--- config.mk ---
export PLATFORM = sky130hd
export DESIGN_NAME = booth_divider
export DESIGN_NICKNAME = d
export VERILOG_FILES = /design/src/rtl/alu_pkg.sv /design/src/rtl/div_restore_step.sv /design/src/rtl/booth_divider.sv
export SDC_FILE = /design/constraint.sdc
export NUM_CORES = 1
export LEC_CHECK = 0
export BUFFER_PORTS_ARGS = -buffer_cell sky130_fd_sc_hd__buf_2
export CAP_MARGIN = 15
export CORE_UTILIZATION = 30
export CTS_BUF_LIST = sky130_fd_sc_hd__clkbuf_8 sky130_fd_sc_hd__clkbuf_16
export DETAILED_ROUTE_END_ITERATION = 16
export HOLD_SLACK_MARGIN = 0.03
export PLACE_DENSITY = 0.52
export SKIP_CTS_REPAIR_TIMING = 1
export SLEW_MARGIN = 5
export SYNTH_ARGS = -nofsm -noshare
export SYNTH_HDL_FRONTEND = slang
export SYNTH_SLANG_ARGS = --single-unit
--- constraint.sdc ---
create_clock -name clk -period 2.2 [get_ports clk]
set_input_delay 0.44 -clock clk [delete_from_list [all_inputs] [get_ports clk]]
set_output_delay 0.44 -clock clk [all_outputs]
set_load 0.02 [all_outputs]
--- src/rtl/alu_pkg.sv ---
// ---------------------------------------------------------------------------
// alu_pkg
// Shared ALU definitions: default operand width and divider FSM states.
// Revision: 1.0
// ---------------------------------------------------------------------------
`default_nettype none

package alu_pkg;

  localparam int ALU_W = 8;

  typedef enum logic [1:0] {
    IDLE = 2'd0,
    PREP = 2'd1,
    RUN  = 2'd2,
    FIX  = 2'd3
  } div_state_t;

endpackage

`default_nettype wire

--- src/rtl/div_restore_step.sv ---
// ---------------------------------------------------------------------------
// div_restore_step
// One restoring-division step: shift the next dividend bit into the partial
// remainder and subtract the divisor magnitude if it fits.
// Revision: 1.0
// ---------------------------------------------------------------------------
`default_nettype none

module div_restore_step #(
  parameter int W = 8
) (
  input  logic [W-1:0] r_i,
  input  logic         qmsb_i,
  input  logic [W-1:0] magb_i,
  output logic [W-1:0] r_next_o,
  output logic         qbit_o
);

  logic [W:0]   shifted;
  logic [W-1:0] diff;

  // Trial subtraction; the low W bits of the difference are exact whenever
  // the divisor fits, because the result is then smaller than magb_i.
  always_comb begin
    shifted  = {r_i, qmsb_i};
    qbit_o   = (shifted >= {1'b0, magb_i});
    diff     = shifted[W-1:0] - magb_i;
    r_next_o = qbit_o ? diff : shifted[W-1:0];
  end

endmodule

`default_nettype wire

--- src/rtl/booth_divider.sv ---
// ---------------------------------------------------------------------------
// booth_divider
// Sequential signed divider: 2W-bit dividend / W-bit divisor giving a W-bit
// quotient (truncated toward zero) and a W-bit remainder (sign of dividend).
// Fixed latency of W+2 edges from accept to the done strobe.
// Revision: 1.0
// ---------------------------------------------------------------------------
`default_nettype none

module booth_divider
  import alu_pkg::*;
#(
  parameter int W = ALU_W
) (
  input  logic           clk,
  input  logic           rst_n,
  input  logic           start,
  input  logic [2*W-1:0] a,
  input  logic [W-1:0]   b,
  output logic [W-1:0]   quo,
  output logic [W-1:0]   rem,
  output logic           busy,
  output logic           done,
  output logic           ovf,
  output logic           dbz
);

  localparam int         CW       = (W > 2) ? $clog2(W) : 1;
  localparam logic [CW-1:0] LAST_I = CW'(W - 1);
  localparam logic [W-1:0] QMAX_POS = {1'b0, {(W-1){1'b1}}};
  localparam logic [W-1:0] QMAX_NEG = {1'b1, {(W-1){1'b0}}};

  div_state_t     state_q, state_d;
  logic [2*W-1:0] a_q, a_d;
  logic [W-1:0]   b_q, b_d;
  logic [W-1:0]   magb_q, magb_d;
  // Partial remainder is kept at W bits: once the pre-overflow check passes
  // it always stays below magb, and when it fails the result is discarded.
  logic [W-1:0]   r_q, r_d;
  logic [W-1:0]   q_q, q_d;
  logic [CW-1:0]  i_q, i_d;
  logic           sq_q, sq_d;
  logic           sr_q, sr_d;
  logic           zdiv_q, zdiv_d;
  logic           uovf_q, uovf_d;
  logic [W-1:0]   quo_q, quo_d;
  logic [W-1:0]   rem_q, rem_d;
  logic           busy_q, busy_d;
  logic           done_q, done_d;
  logic           ovf_q, ovf_d;
  logic           dbz_q, dbz_d;

  logic [2*W-1:0] w_maga;
  logic [W-1:0]   w_magb;
  logic [W-1:0]   w_r_next;
  logic           w_qbit;
  logic [W-1:0]   w_qs;
  logic [W-1:0]   w_rs;
  logic           w_sovf;

  div_restore_step #(.W(W)) u_step (
    .r_i      (r_q),
    .qmsb_i   (q_q[W-1]),
    .magb_i   (magb_q),
    .r_next_o (w_r_next),
    .qbit_o   (w_qbit)
  );

  // Next-state logic, datapath updates and sign/overflow fix-up.
  always_comb begin
    state_d = state_q;
    a_d     = a_q;
    b_d     = b_q;
    magb_d  = magb_q;
    r_d     = r_q;
    q_d     = q_q;
    i_d     = i_q;
    sq_d    = sq_q;
    sr_d    = sr_q;
    zdiv_d  = zdiv_q;
    uovf_d  = uovf_q;
    quo_d   = quo_q;
    rem_d   = rem_q;
    busy_d  = busy_q;
    done_d  = 1'b0;
    ovf_d   = ovf_q;
    dbz_d   = dbz_q;

    w_maga = a_q[2*W-1] ? -a_q : a_q;
    w_magb = b_q[W-1]   ? -b_q : b_q;
    w_qs   = sq_q ? -q_q : q_q;
    w_rs   = sr_q ? -r_q : r_q;
    w_sovf = sq_q ? (q_q > QMAX_NEG) : (q_q > QMAX_POS);

    case (state_q)
      IDLE: begin
        if (start && !busy_q) begin
          a_d     = a;
          b_d     = b;
          busy_d  = 1'b1;
          state_d = PREP;
        end
      end
      PREP: begin
        magb_d  = w_magb;
        sq_d    = a_q[2*W-1] ^ b_q[W-1];
        sr_d    = a_q[2*W-1];
        zdiv_d  = (b_q == '0);
        uovf_d  = (w_maga[2*W-1:W] >= w_magb);
        r_d     = w_maga[2*W-1:W];
        q_d     = w_maga[W-1:0];
        i_d     = '0;
        state_d = RUN;
      end
      RUN: begin
        r_d = w_r_next;
        q_d = {q_q[W-2:0], w_qbit};
        i_d = i_q + 1'b1;
        if (i_q == LAST_I) begin
          state_d = FIX;
        end
      end
      FIX: begin
        dbz_d = zdiv_q;
        if (zdiv_q || uovf_q || w_sovf) begin
          quo_d = '0;
          rem_d = '0;
          ovf_d = 1'b1;
        end else begin
          quo_d = w_qs;
          rem_d = w_rs;
          ovf_d = 1'b0;
        end
        busy_d  = 1'b0;
        done_d  = 1'b1;
        state_d = IDLE;
      end
      default: state_d = IDLE;
    endcase
  end

  // State and datapath registers with asynchronous clear.
  always_ff @(posedge clk or negedge rst_n) begin
    if (!rst_n) begin
      state_q <= IDLE;
      a_q     <= '0;
      b_q     <= '0;
      magb_q  <= '0;
      r_q     <= '0;
      q_q     <= '0;
      i_q     <= '0;
      sq_q    <= 1'b0;
      sr_q    <= 1'b0;
      zdiv_q  <= 1'b0;
      uovf_q  <= 1'b0;
      quo_q   <= '0;
      rem_q   <= '0;
      busy_q  <= 1'b0;
      done_q  <= 1'b0;
      ovf_q   <= 1'b0;
      dbz_q   <= 1'b0;
    end else begin
      state_q <= state_d;
      a_q     <= a_d;
      b_q     <= b_d;
      magb_q  <= magb_d;
      r_q     <= r_d;
      q_q     <= q_d;
      i_q     <= i_d;
      sq_q    <= sq_d;
      sr_q    <= sr_d;
      zdiv_q  <= zdiv_d;
      uovf_q  <= uovf_d;
      quo_q   <= quo_d;
      rem_q   <= rem_d;
      busy_q  <= busy_d;
      done_q  <= done_d;
      ovf_q   <= ovf_d;
      dbz_q   <= dbz_d;
    end
  end

  assign quo  = quo_q;
  assign rem  = rem_q;
  assign busy = busy_q;
  assign done = done_q;
  assign ovf  = ovf_q;
  assign dbz  = dbz_q;

endmodule

`default_nettype wire

==> results.sh <==
export IMPL_antenna_found_initial=0
export IMPL_dieHeight_um=124
export IMPL_rsz0062_at_grt="true"
export IMPL_cpMaxStageDelayCell="dfrtp_1"
export IMPL_io_pins=47
export IMPL_end_kind="flip-flop"
export IMPL_n_antenna_cell=0
export IMPL_crit_buf_inv=1
export IMPL_dpl_cell_count=715
export IMPL_place_area_um2=5280
export IMPL_violations="setup timing"
export IMPL_wl_um=10800
export IMPL_areaGrowthSynthToFinish_pct=31.4
export IMPL_start_util_pct=30.8
export IMPL_fp_dieW_um=124
export IMPL_routedWlPerCell_um=14.6
export IMPL_fin_crit_sh_pct=106
export IMPL_final_util_pct=40.4
export IMPL_worst_pin_slew_ns=0.758
export IMPL_grt_overflow_total=0
export IMPL_cts_buffers=9
export IMPL_finalPower_mw=3.42
export IMPL_cp_cell_sequence="buf_4 -> nor4_4 -> nand3b_2 -> o31ai_2 -> xnor2_1 -> ha_1 -> a21o_1 -> a21oi_2 -> o21ai_1 -> o211ai_1 -> a31oi_1"
export IMPL_drt_iter0_drc=148
export IMPL_fp_row_count=44
export IMPL_setup_tns_ns=-0.131
export IMPL_cts_tree="done"
export IMPL_ys_warn_count=0
export IMPL_hold_path_class="in -> async"
export IMPL_fin_worst_skew_ns=0.00785
export IMPL_critPathRequiredTime_ns=2.41
export IMPL_most_common_layout_cells="dfrtp_1, buf_4, inv_1"
export IMPL_syn_nets=505
export IMPL_design_core_area_um2=14600
export IMPL_synth_edf_count=0
export IMPL_gp_congestion=0.860
export IMPL_first_global_vias=3487
export IMPL_p_per_area_nw_per_um2=579
export IMPL_drive_gt1_share_pct=34.1
export IMPL_dp_hpwl_um=8150
export IMPL_netlist_instances=450
export IMPL_report_final_hold_viol_count=0
export IMPL_crit_family="compound AO/OA/AOI/OAI gates"
export IMPL_nNetsFinal=608
export IMPL_synthArstFlopShare_pct=100
export IMPL_seq_area_frac_synth_pct=42.9
export IMPL_drc=0
export IMPL_synth_area_um2=4490
export IMPL_finalNonFillerCells=742
export IMPL_relSlewSlack_pct=49.3
export IMPL_grt_max_degree=39
export IMPL_finalSetupViolations=1
export IMPL_final_common_cell="dfrtp_1"
export IMPL_postRouteAntennaNets=0
export IMPL_synth_flop_cell="dfrtp_1"
export IMPL_ys_ff_latch=77
export IMPL_clockRootBuffer="clkbuf_16"
export IMPL_insertion_delay_ns=0.34
export IMPL_ff2ff_path_depth=11
export IMPL_slowest_delay_ns=0.38
export IMPL_dr_pass1_iters=4
export IMPL_grt_total_usage_pct=14.1
export IMPL_maxCapViolCount=0
export IMPL_cts_sinks=77
export IMPL_cts_htree_levels=3
export IMPL_critPathMaxFanout=4
export IMPL_cp_arrival_ns=2.54
export IMPL_port_buffers=46
export IMPL_final_max_slew_viol_count=0
export IMPL_reg2reg_setup_slack_ns=-0.13
export IMPL_cts_buffer_depth=2
export IMPL_grt_pass1_wl_um=17500
export IMPL_fin_area_um2=5900
export IMPL_status="finished with violations"
export IMPL_power_leakage_nw=2.87
export IMPL_avgViaCountPerCell=4.83
export IMPL_min_period_ns=2.33
export IMPL_vdd_drop_max_uv=375
export IMPL_syn_area_per_cell_um2=9.97
export IMPL_die_area_um2=15500
export IMPL_fill_cells=1429
export IMPL_ys_types=55
export IMPL_vias=3585
export IMPL_fmax_ghz=0.429
export IMPL_clk_pin_slew_ns=0.06
export IMPL_setup_slack_ns=-0.131
export IMPL_path_class="reg -> reg"
export IMPL_path_depth=11
export IMPL_startpoint_type="flip-flop"
## cell families after synthesis
kind of cell    share of synthesized area, %
compound gates                          16.3
simple gates                            11.3
flops                                   42.9
buf+inv                                 5.88
mux                                     9.37
xor+xnor                                6.24
fa+ha+maj                               7.97
## sequential cells by signal, indices dropped and copies added, names as in the netlist
name and count:
sq_q 1, zdiv_q 1, sr_q 1, quo 8
rem 8, done 1, b_q 8, state_q 2
q_q 8, uovf_q 1, ovf 1, busy 1
magb_q 8, dbz 1, a_q 16, i_q 3
r_q 8
## power by group
group / leakage [nW] / switching (mW) / internal, mW
Clock: 0.189 / 0.577 / 1.37
Sequential: 1.07 / 0 / 1.42
Combinational: 1.61 / 0.0340 / 0.0215
## final cells by class
class | count | area [um2] | area share (%)
clock buffer | 10 | 239 | 4.05
clock inverter | 6 | 158 | 2.67
inverter | 51 | 191 | 3.25
multi-input combinational | 305 | 2430 | 41.3
sequential | 77 | 1930 | 32.7
tap | 184 | 230 | 3.90
timing repair buffer | 109 | 718 | 12.2
## routing by layer
| layer | vias to the layer above | track usage (%) | wire length (um) |
|---|---|---|---|
| li1 | 1779 | - | - |
| met1 | 1730 | 19.8 | 5490 |
| met2 | 65 | 21.4 | 4810 |
| met3 | 11 | 3.44 | 381 |
| met4 | 0 | 3.69 | 144 |
| met5 | - | 0 | 0 |
## path summary, 6_finish.rpt
check	from	end
worst max register to register	a_q[0]$_DFFE_PN0P_	uovf_q$_DFFE_PN0N_
max in group asynchronous	rst_n	done$_DFF_PN0_
min in group clk	b[6]	b_q[6]$_DFFE_PN0P_
worst max-delay path	a_q[0]$_DFFE_PN0P_	uovf_q$_DFFE_PN0N_
worst min register to register	ovf$_DFFE_PN0P_	ovf$_DFFE_PN0P_
worst min-delay path	rst_n	a_q[15]$_DFFE_PN0P_
## through the flow
step	setup slack [ns]	hold slack (ns)
after floorplan	0.0110	0.144
after global placement	-0.0604	0.453
after detailed placement	-0.147	0.456
after CTS	-0.169	0.0964
after global routing	-0.299	0.119
final	-0.131	0.0805
## cells in the mapped netlist, types with 5 or more instances
cell      instances  share of area (%)
inv_1            50                4.2
mux2i_1           6                1.3
o22ai_1          17                2.4
a31oi_1           6               0.84
nor2_1           26                2.2
xnor2_1          15                2.9
dfrtp_1          77                 43
o31ai_1          11                1.8
o21ai_0          26                2.9
mux2_2           32                8.0
clkbuf_1         11               0.92
o21a_1            5               0.84
nor2b_1           6               0.84
nand2b_1          8                1.1
nand2_1          22                1.8
ha_1             27                7.5
a21oi_1          21                2.3
nand3_1           8               0.89
nor3_1            6               0.67
xor2_1           17                3.3
No activity file was read; power rests on OpenSTA's default activity.
